<file path="src/rtl/osc_acq_pkg.sv">
// Shared types and the trigger edge compare for the acquisition path.
package osc_acq_pkg;

    // Wide enough for any calibrated sample width used on this board.
    localparam int EDGE_W = 16;

    typedef enum logic [2:0] {
        ST_IDLE     = 3'd0,
        ST_PRETRIG  = 3'd1,
        ST_ARMED    = 3'd2,
        ST_POSTTRIG = 3'd3,
        ST_READY    = 3'd4
    } acq_state_t;

    typedef enum logic [1:0] {
        AUTO    = 2'd0,
        NORMAL  = 2'd1,
        SINGLE  = 2'd2,
        FREERUN = 2'd3
    } trig_mode_t;

    // Rising: crossing up to/over level. Falling: crossing down to/under level.
    function automatic logic edge_hit(input logic [EDGE_W-1:0] prev,
                                      input logic [EDGE_W-1:0] cur,
                                      input logic [EDGE_W-1:0] level,
                                      input logic              slope);
        if (slope)
            return (prev > level) && (cur <= level);
        else
            return (prev < level) && (cur >= level);
    endfunction

endpackage

</file>
<file path="src/rtl/trig_edge_detect.sv">
// Previous-sample register and edge compare; hit is combinational and
// aligned with the sample_tick that completes the crossing.
module trig_edge_detect
    import osc_acq_pkg::*;
#(
    parameter int DSIZE = 10
) (
    input  logic             CLK100MHz,
    input  logic             rst_n,
    input  logic             clr,
    input  logic             en,
    input  logic             sample_tick,
    input  logic [DSIZE-1:0] sample,
    input  logic [DSIZE-1:0] trig_level,
    input  logic             trig_slope,
    output logic             hit
);

    logic [DSIZE-1:0] prev;
    logic             prev_vld;

    // Track the last accepted sample; a fresh arm invalidates it so the
    // first tick of a frame only loads the history.
    always_ff @(posedge CLK100MHz or negedge rst_n) begin
        if (!rst_n) begin
            prev     <= '0;
            prev_vld <= 1'b0;
        end else if (clr) begin
            prev_vld <= 1'b0;
        end else if (en && sample_tick) begin
            prev     <= sample;
            prev_vld <= 1'b1;
        end
    end

    assign hit = en && sample_tick && prev_vld &&
                 edge_hit(EDGE_W'(prev), EDGE_W'(sample), EDGE_W'(trig_level), trig_slope);

endmodule

</file>
<file path="src/rtl/acq_trigger_ctrl.sv">
// Capture sequencer for one channel: arm, pre-fill, trigger, post-fill and
// frame handoff to the readout side over a ready/ack handshake.
module acq_trigger_ctrl
    import osc_acq_pkg::*;
#(
    parameter int DSIZE        = 10,
    parameter int ASIZE        = 9,
    parameter int AUTO_TIMEOUT = 2_000_000
) (
    input  logic             CLK100MHz,
    input  logic             rst_n,
    input  logic             sample_tick,
    input  logic [DSIZE-1:0] sample,
    input  logic [DSIZE-1:0] trig_level,
    input  logic             trig_slope,
    input  logic [1:0]       trig_mode,
    input  logic [ASIZE-1:0] pre_count,
    input  logic             arm,
    input  logic             abort,
    output logic             wr_en,
    output logic [ASIZE-1:0] wr_addr,
    output logic [DSIZE-1:0] wr_data,
    output logic [ASIZE-1:0] trig_addr,
    output logic [ASIZE-1:0] rd_start,
    output logic             frame_ready,
    input  logic             frame_ack,
    output logic             triggered_auto,
    output logic [2:0]       state_o
);

    localparam int               CW       = $clog2(AUTO_TIMEOUT + 1);
    localparam logic [CW-1:0]    TO_LAST  = CW'(AUTO_TIMEOUT - 1);
    localparam logic [ASIZE-1:0] ADDR_MAX = '1;
    localparam logic [ASIZE-1:0] A_ONE    = ASIZE'(1);

    acq_state_t       state;
    trig_mode_t       mode_lat;
    logic [ASIZE-1:0] pre_lat, pre_cnt, post_cnt, wr_ptr;
    logic [CW-1:0]    to_cnt;
    logic             force_trig;
    logic             active, rearm, edge_now, auto_fire, trig_now;

    assign active    = (state == ST_PRETRIG) || (state == ST_ARMED) || (state == ST_POSTTRIG);
    // A new frame starts from IDLE on arm, or from READY on ack (re-arm).
    assign rearm     = ((state == ST_IDLE) && arm) || ((state == ST_READY) && frame_ack);
    assign auto_fire = (mode_lat == AUTO) && force_trig;
    assign trig_now  = sample_tick && (state == ST_ARMED) &&
                       ((mode_lat == FREERUN) || edge_now || auto_fire);
    assign state_o   = state;

    trig_edge_detect #(.DSIZE(DSIZE)) u_edge (
        .CLK100MHz   (CLK100MHz),
        .rst_n       (rst_n),
        .clr         (rearm),
        .en          (active),
        .sample_tick (sample_tick),
        .sample      (sample),
        .trig_level  (trig_level),
        .trig_slope  (trig_slope),
        .hit         (edge_now)
    );

    // Sequencer FSM with registered RAM write port and frame status.
    always_ff @(posedge CLK100MHz or negedge rst_n) begin
        if (!rst_n) begin
            state          <= ST_IDLE;
            mode_lat       <= AUTO;
            pre_lat        <= '0;
            pre_cnt        <= '0;
            post_cnt       <= '0;
            wr_ptr         <= '0;
            to_cnt         <= '0;
            force_trig     <= 1'b0;
            wr_en          <= 1'b0;
            wr_addr        <= '0;
            wr_data        <= '0;
            trig_addr      <= '0;
            rd_start       <= '0;
            frame_ready    <= 1'b0;
            triggered_auto <= 1'b0;
        end else begin
            wr_en <= 1'b0;
            if (abort) begin
                state       <= ST_IDLE;
                frame_ready <= 1'b0;
            end else begin
                // Write pointer keeps running circularly across frames.
                if (active && sample_tick) begin
                    wr_en   <= 1'b1;
                    wr_addr <= wr_ptr;
                    wr_data <= sample;
                    wr_ptr  <= wr_ptr + A_ONE;
                end
                case (state)
                    ST_IDLE: begin
                        if (arm) begin
                            // pre_count is ASIZE wide, so it never exceeds 2^ASIZE-1.
                            pre_lat    <= pre_count;
                            mode_lat   <= trig_mode_t'(trig_mode);
                            pre_cnt    <= '0;
                            post_cnt   <= '0;
                            to_cnt     <= '0;
                            force_trig <= 1'b0;
                            state      <= (pre_count == '0) ? ST_ARMED : ST_PRETRIG;
                        end
                    end
                    ST_PRETRIG: begin
                        if (sample_tick) begin
                            pre_cnt <= pre_cnt + A_ONE;
                            if (pre_cnt == pre_lat - A_ONE)
                                state <= ST_ARMED;
                        end
                    end
                    ST_ARMED: begin
                        if (trig_now) begin
                            trig_addr      <= wr_ptr;
                            rd_start       <= wr_ptr - pre_lat;
                            triggered_auto <= auto_fire && !edge_now;
                            post_cnt       <= ADDR_MAX - pre_lat;
                            state          <= (pre_lat == ADDR_MAX) ? ST_READY : ST_POSTTRIG;
                        end else if (!force_trig) begin
                            if (to_cnt == TO_LAST)
                                force_trig <= 1'b1;
                            else
                                to_cnt <= to_cnt + CW'(1);
                        end
                    end
                    ST_POSTTRIG: begin
                        if (sample_tick) begin
                            post_cnt <= post_cnt - A_ONE;
                            if (post_cnt == A_ONE)
                                state <= ST_READY;
                        end
                    end
                    ST_READY: begin
                        if (frame_ack) begin
                            frame_ready <= 1'b0;
                            pre_cnt     <= '0;
                            to_cnt      <= '0;
                            force_trig  <= 1'b0;
                            if (mode_lat == SINGLE)
                                state <= ST_IDLE;
                            else
                                state <= (pre_lat == '0) ? ST_ARMED : ST_PRETRIG;
                        end else begin
                            frame_ready <= 1'b1;
                        end
                    end
                    default: state <= ST_IDLE;
                endcase
            end
        end
    end

endmodule

</file>
<file path="config.mk">
export PLATFORM = sky130hd
export DESIGN_NAME = acq_trigger_ctrl
export DESIGN_NICKNAME = d
export VERILOG_FILES = /design/src/rtl/osc_acq_pkg.sv /design/src/rtl/trig_edge_detect.sv /design/src/rtl/acq_trigger_ctrl.sv
export SDC_FILE = /design/constraint.sdc
export NUM_CORES = 1
export LEC_CHECK = 0
export ABC_AREA = 1
export CORE_ASPECT_RATIO = 0.8
export CORE_MARGIN = 3
export CORE_UTILIZATION = 40
export DETAILED_ROUTE_END_ITERATION = 10
export PLACE_DENSITY_LB_ADDON = 0.08
export SKIP_CTS_REPAIR_TIMING = 1
export SYNTH_ARGS = -nofsm -noshare
export SYNTH_HDL_FRONTEND = slang
export SYNTH_HIERARCHICAL = 1
export SYNTH_SLANG_ARGS = --single-unit
</file>
<file path="constraint.sdc">
create_clock -name CLK100MHz -period 2.2 [get_ports CLK100MHz]
set_input_delay 0.44 -clock CLK100MHz [delete_from_list [all_inputs] [get_ports CLK100MHz]]
set_output_delay 0.44 -clock CLK100MHz [all_outputs]
set_load 0.005 [all_outputs]
</file>
## Yosys cells after proc, flatten, opt, wreduce, memory -nomap -nowiden

Cells that the tools add are included.

| word-level totals | value |
|---|---|
| output and inout bits | 43 |
| word-level logic and storage cells | 130 |
| register bits | 114 |

| operators by class | value |
|---|---|
| reductions and logical operators | 35 |
| bitwise operators | 2 |
| muxes and demuxes | 40 |
| order comparisons | 4 |
| equality and inequality tests | 25 |
| $add $sub $neg | 7 |

Operators with widths:

| operator | number |
|---|---|
| $mux 21 | 5 |
| $pmux 21 s3 | 1 |
| $pmux 9 s3 | 2 |
| $mux 9 | 5 |
| $mux 3 | 9 |
| $add 21x1->21 const B | 1 |
| $eq 21x21->1 const B | 1 |
| $add 9x1->9 const B | 2 |
| $logic_not 9->1 | 2 |
| $sub 9x1->9 const B | 2 |
| $ne 2x2->1 const B | 8 |
| $ne 3x3->1 const B | 5 |
| $pmux 3 s5 | 1 |
| $reduce_and 5->1 | 3 |
| $reduce_and 7->1 | 2 |
| $mux 1 | 13 |
| $logic_and 1x1->1 | 11 |
| $ge 10x10->1 | 1 |
| $gt 10x10->1 | 1 |
| $le 10x10->1 | 1 |
| $lt 10x10->1 | 1 |
| $eq 9x1->1 const B | 1 |
| $eq 9x9->1 | 1 |
| $eq 9x9->1 const B | 1 |
| other kinds (18) | 33 |

## Depth between registers and ports, before layout

| depth | value |
|---|---|
| depth after elaboration | 12 |
| gate-level depth with buffers | 22 |

## Hierarchy

Netlist, hierarchy kept.

By module, submodules not included:

| module | cells an instance | times used | area an instance (um^2) | sequential area each (um^2) |
|---|---|---|---|---|
| acq_trigger_ctrl | 749 | 1 | 5789.3 | 2577.5 |
| trig_edge_detect | 130 | 1 | 1027.2 | 275.3 |

## Least setup slack after synthesis

No wires, ideal clock.

| path | value |
|---|---|
| path type | input to register |
| start | input port trig_level[9] |
| end | register to_cnt[8] |
| stages on the path | 19 |
| setup time | 127 ps |
| buffers on the path | 1 |
| path slack | -211 ps |
| arrival time | 2284 ps |
| required time | 2073 ps |
| path through | inv_1 ha_1 nand2_1 inv_1 a21oi_1 nand2_1 nor2_1 nor2_1 a21oi_1 nor2_1 a21oi_1 nand2_1 nand3_2 nand2_1 nor2_2 inv_2 a21oi_4 buf_4 o21ai_0 |

| on the way | value |
|---|---|
| cells in the longest elaborated chain, start to end | 9 |

RTL lines:

| item | RTL line | text |
|---|---|---|
| start: declaration | acq_trigger_ctrl.sv:14 | `input logic [DSIZE-1:0] trig_level,` |
| $lt 10x10->1 (tied with other cells) | osc_acq_pkg.sv:30 | `return (prev < level) && (cur >= level);` |
| $logic_and 1x1->1 (on tied branches) | osc_acq_pkg.sv:30, osc_acq_pkg.sv:28 |  |
| $mux 1 (*) | osc_acq_pkg.sv:27 | `if (slope)` |
| $logic_and 1x1->1 (*) | trig_edge_detect.sv:36 | `assign hit = en && sample_tick && prev_vld &&` |
| named net edge_now | acq_trigger_ctrl.sv:41 | `logic active, rearm, edge_now, auto_fire, trig_now;` |
| $logic_or 1x1->1 (*) (2 in series) | acq_trigger_ctrl.sv:48 | `((mode_lat == FREERUN) \|\| edge_now \|\| auto_fire);` |
| $logic_and 1x1->1 (*) | acq_trigger_ctrl.sv:47 | `assign trig_now = sample_tick && (state == ST_ARMED) &&` |
| $ne 2x2->1 (no source line) (*) | - |  |
| $reduce_and 7->1 (no source line) (*) | - |  |
| end signal: assignment | acq_trigger_ctrl.sv:125 | `to_cnt <= to_cnt + CW'(1);` |
| end: declaration | acq_trigger_ctrl.sv:39 | `logic [CW-1:0] to_cnt;` |

Mark *: on every way through the listed nets, which the timed path passes. The rest lies on a longest branch.
A chain may end at the register's enable or synchronous reset.

## Final worst setup path

| path | value |
|---|---|
| start | register u_edge.prev[6] |
| end | register to_cnt[9] |

| on the way | value |
|---|---|
| cells in the longest elaborated chain, start to end | 9 |

RTL lines:

| item | RTL line | text |
|---|---|---|
| start: declaration | trig_edge_detect.sv:19 | `logic [DSIZE-1:0] prev;` |
| start signal: assignment | trig_edge_detect.sv:31 | `prev <= sample;` |
| $lt 10x10->1 or $gt 10x10->1 (tied branches) | osc_acq_pkg.sv:30, osc_acq_pkg.sv:28 |  |
| $logic_and 1x1->1 (on tied branches) | osc_acq_pkg.sv:30, osc_acq_pkg.sv:28 |  |
| $mux 1 (*) | osc_acq_pkg.sv:27 |  |
| $logic_and 1x1->1 (*) | trig_edge_detect.sv:36 |  |
| named net edge_now | acq_trigger_ctrl.sv:41 |  |
| $logic_or 1x1->1 (*) (2 in series) | acq_trigger_ctrl.sv:48 |  |
| $logic_and 1x1->1 (*) | acq_trigger_ctrl.sv:47 |  |
| $ne 2x2->1 (no source line) (*) | - |  |
| $reduce_and 7->1 (no source line) (*) | - |  |

Marked as above.

==> Flow_metrics.wiki <==
{| class="wikitable"
! Metric !! Value
|-
| Outcome || complete, but fails checks
|-
| Violations in the final reports || setup timing
|-
| Combinational fraction of design power || 44.6%
|-
| Most instantiated cells after synthesis || 233 x sky130_fd_sc_hd__nand2_1, 115 x sky130_fd_sc_hd__inv_1, 114 x sky130_fd_sc_hd__dfrtp_1
|-
| Leading cell type by number of instances after synthesis || sky130_fd_sc_hd__nand2_1
|-
| Total negative slack || -12.08 ns
|-
| RSZ-0062 raised after global routing || yes
|-
| Final hold vios || 0
|-
| Worst path max stage delay || about 0.42 ns
|-
| Number of non-filler instances in the completed layout || approximately 1,300
|-
| Number of enable-type register cells in the synthesized netlist || 0
|-
| Measured slew at the worst slew-check pin || roughly 0.46 ns
|-
| Async set-reset flop share out of synthesis || 100%
|-
| DPL Wire Length || roughly 13 mm
|-
| Top area cells in the synthesized netlist || sky130_fd_sc_hd__dfrtp_1 42%, sky130_fd_sc_hd__nand2_1 13%, sky130_fd_sc_hd__ha_1 6.4%
|-
| Pwr dens || roughly 1100 mW/mm^2
|-
| Cell count after synthesis || ~900
|-
| Placed Cells || about 1,200
|-
| Final routed wirelength across all metal layers || approximately 18 mm
|-
| Max IR drop VDD || 0.628 mV
|-
| Root cell of the clock tree || sky130_fd_sc_hd__clkbuf_16
|-
| Number of cells traversed by the worst register-to-register path || 19
|-
| Yosys top cell area share || 41.9%
|-
| Maximum root-to-sink buffer count || 2
|-
| Startpoint class of the critical path || flop
|-
| Total die area || between 0.015 and 0.02 sq mm
|-
| Global Route Usage Sum || roughly a fifth
|-
| Number of flip-flops and latches in the synthesized netlist || ~110
|-
| Worst path arrival time || 2.89 ns
|-
| I/O pin count || 81
|-
| Critical path endpoint category || flop
|-
| Share of total power consumed by net switching || approximately 39%
|-
| Final global-route overflow total || 0
|-
| Worst slew margin relative to its limit || 69.1%
|-
| Clk network pwr share || approximately 25%
|-
| Routed len/inst || approximately 14 microns
|-
| Number of antenna cells inserted || 0
|-
| Final ANT Viol Nets || 0
|-
| Worst reg2reg path startpoint || u_edge/prev[6]
|-
| Most frequent cell on the critical path || sky130_fd_sc_hd__nand2_1
|-
| Reg power frac || ~31%
|-
| Floorplan die width || about 150 microns
|-
| Post-CTS clock slew at the launch and capture registers of the worst setup and hold paths || 0.05 ns
|-
| Final Max Tran Viols || 0
|-
| CTS Sinks || roughly 110
|-
| Start point of the worst min-delay path || sample[0]
|-
| H-tree levels || 4
|-
| Worst setup path end || to_cnt[9]
|-
| Post-synthesis cell type count || 48
|-
| Final critical path time including I/O delays and setup || 2.56 ns
|-
| Largest net degree at the start of global routing || 63
|-
| Syn_area_per_cell || 7.75 sq um
|-
| Number of iterations in the first detailed-routing pass || 5
|-
| Number of max-cap violations || 0
|-
| Worst-case register-to-register setup slack || -0.36 ns
|-
| Ratio of cells with drive above 1 in the final layout || ~17%
|-
| Primary FF master, synth || sky130_fd_sc_hd__dfrtp_1
|-
| Final Wtd Congestion || 0.900
|-
| Initial antenna violation count || 0
|-
| Worst-Skew Late Latency || around 0.42 ns
|-
| Synthesized net count || around 950
|-
| TritonCTS clock tree || built
|-
| CP startpoint || u_edge/prev[6]
|-
| Synthesis-to-layout area growth || 35.9%
|-
| Iteration-0 DRC count of the detailed router || ~370
|-
| Post-layout worst setup margin || -0.355 ns
|-
| Worst hold path type || in -> reg
|-
| Total number of vias || 6,154
|-
| Library cell occupying the most area in the post-synthesis netlist || sky130_fd_sc_hd__dfrtp_1
|-
| Pleak || 4.53 nW
|-
| Register area share after synthesis || between 40% and 50%
|-
| Overall Power || ~11 mW
|-
| Sequence of cells on the critical path || ha_4 > nand2_1 > nor2_4 > a21boi_2 > nor2_2 > nor2_1 > a21oi_2 > nor2_4 > a21oi_2 > nand2_1 > nand3_2 > nand2_1 > nor2_2 > inv_2 > a21oi_4 > buf_6 > buf_6 > nand4_1 > o21ai_1
|-
| Via count of the first global-routing pass || roughly 5,900
|-
| Final clock period utilization by the worst path || 116%
|-
| Worst r2r dst || to_cnt[9]
|-
| Critical Path RT || roughly 2.5 ns
|-
| Vias per std cell || ~5
|-
| Setup clock skew after layout || 0.00726 ns
|-
| Buffers on Ports || 80
|-
| Netlist area before placement || around 0.0068 sq mm
|-
| Sw Pwr || 4.04 mW
|-
| Fmax achieved || 391 MHz
|-
| Remaining routing DRC violations || 0
|-
| Crit-path slowest cell || sky130_fd_sc_hd__dfrtp_1
|-
| Site row count || between 40 and 50
|-
| Total number of yosys warnings || 6
|-
| Largest driver fanout on the critical path || 8
|-
| Height of the chip || between 100 and 150 microns
|-
| Internal || 6.46 mW
|-
| Final setup viols || 53
|-
| Classification of the worst setup path || reg -> reg
|-
| CTS buffer count || 17
|-
| Global-route wire length before repair || 29.7 mm
|-
| Placeable core region || 0.0166 sq mm
|-
| Initial standard-cell utilization of the core || between 40% and 50%
|-
| Final net count || 1,093
|}
==> cell families (layout without fill, tap and decap cells) <==
family | count (synthesis) | in the layout | share of synthesized area (%)
AO/OA/AOI/OAI | 125 | 125 | 10.2
XOR/XNOR | 25 | 25 | 3.21
adder cells (fa/ha/maj) | 36 | 36 | 6.72
buffers and inverters | 142 | 295 | 8.33
flip-flops | 114 | 114 | 41.9
multiplexers | 9 | 9 | 1.93
AND/OR/NAND/NOR | 428 | 428 | 27.7
==> critical path: cells and delay by family, from the launching register on <==
kind / cells / cell delay, ns
buffers and inverters: 3 / 0.32
adders and majority gates: 1 / 0.25
and+or+nand+nor: 10 / 0.79
DFF: 1 / 0.42
AOI/OAI and AO/OA: 5 / 0.69
==> through the flow <==
| step | cell area (sq um) | util [%] | hold slack [ns] | setup slack [ns] |
|---|---|---|---|---|
| after floorplan | 7010 | - | 0.144 | -0.182 |
| after global placement | 8430 | 50.8 | 0.275 | -1.11 |
| after detailed placement | 8430 | 50.8 | 0.274 | -1.14 |
| after CTS | 8980 | 54.1 | -0.179 | -0.716 |
| after global routing | 9270 | 55.8 | 0.350 | -0.533 |
| final | 9270 | 55.8 | 0.306 | -0.355 |
==> cell usage in the layout (no fill, tap or decap), drive strengths merged, types with 21 or more instances in the layout <==
master	Yosys	layout
nor3	22	22
buf	9	59
xor2	21	21
ha	35	35
nand2	237	237
dfrtp	114	114
a21oi	39	39
o21ai	64	64
nor2	69	69
clkdlybuf4s50	0	59
nand4	29	29
nand3	56	56
inv	122	124
==> power groups by stage <==
stage	Sequential, mW	Combinational (mW)	Clock (mW)
4_1_cts	3.24	4.44	2.65
3_3_place_gp	3.27	4.38	0
3_5_place_dp	3.27	4.41	0
6_report	3.24	4.69	2.58
5_1_grt	3.33	5.28	2.75
2_1_floorplan	3.20	2.70	0
==> state kept, by name (all words and copies together) (netlist names), 3 cells and up <==
| name | count |
|---|---|
| post_cnt | 9 |
| wr_data | 10 |
| wr_addr | 9 |
| rd_start | 9 |
| u_edge/prev | 10 |
| trig_addr | 9 |
| pre_cnt | 9 |
| pre_lat | 9 |
| wr_ptr | 9 |
| state_o | 3 |
| to_cnt | 21 |
==> worst min path at each step <==
| stage | cells past startpoint | to | slack [ns] |
|---|---|---|---|
| 2_1_floorplan | 0 | force_trig | 0.14 |
| 3_3_place_gp | 1 | u_edge/prev[6] | 0.28 |
| 3_5_place_dp | 1 | u_edge/prev[6] | 0.27 |
| 4_1_cts | 1 | u_edge/prev[2] | -0.18 |
| 5_1_grt | 3 | wr_data[0] | 0.35 |
| 6_report | 3 | wr_data[0] | 0.31 |
==> layout make-up <==
| class | instances | area, sq um |
|---|---|---|
| fill | 1572 | 7340 |
| multi-input combinational | 623 | 3710 |
| sequential | 114 | 2850 |
| timing repair buffer | 140 | 1390 |
| inverter | 123 | 487 |
| clock buffer | 18 | 439 |
| tap | 220 | 275 |
| clock inverter | 14 | 114 |
==> routing by layer <==
layer  track usage [%]  share of wire [%]  vias to the layer above
met5                 0                  0                        -
met4              5.17               0.93                        0
met3              4.51                3.7                       13
met2              29.9                 43                      113
met1              28.9                 52                     2854
li1                  -                  -                     3174
Power figures use the tool's default switching activity.
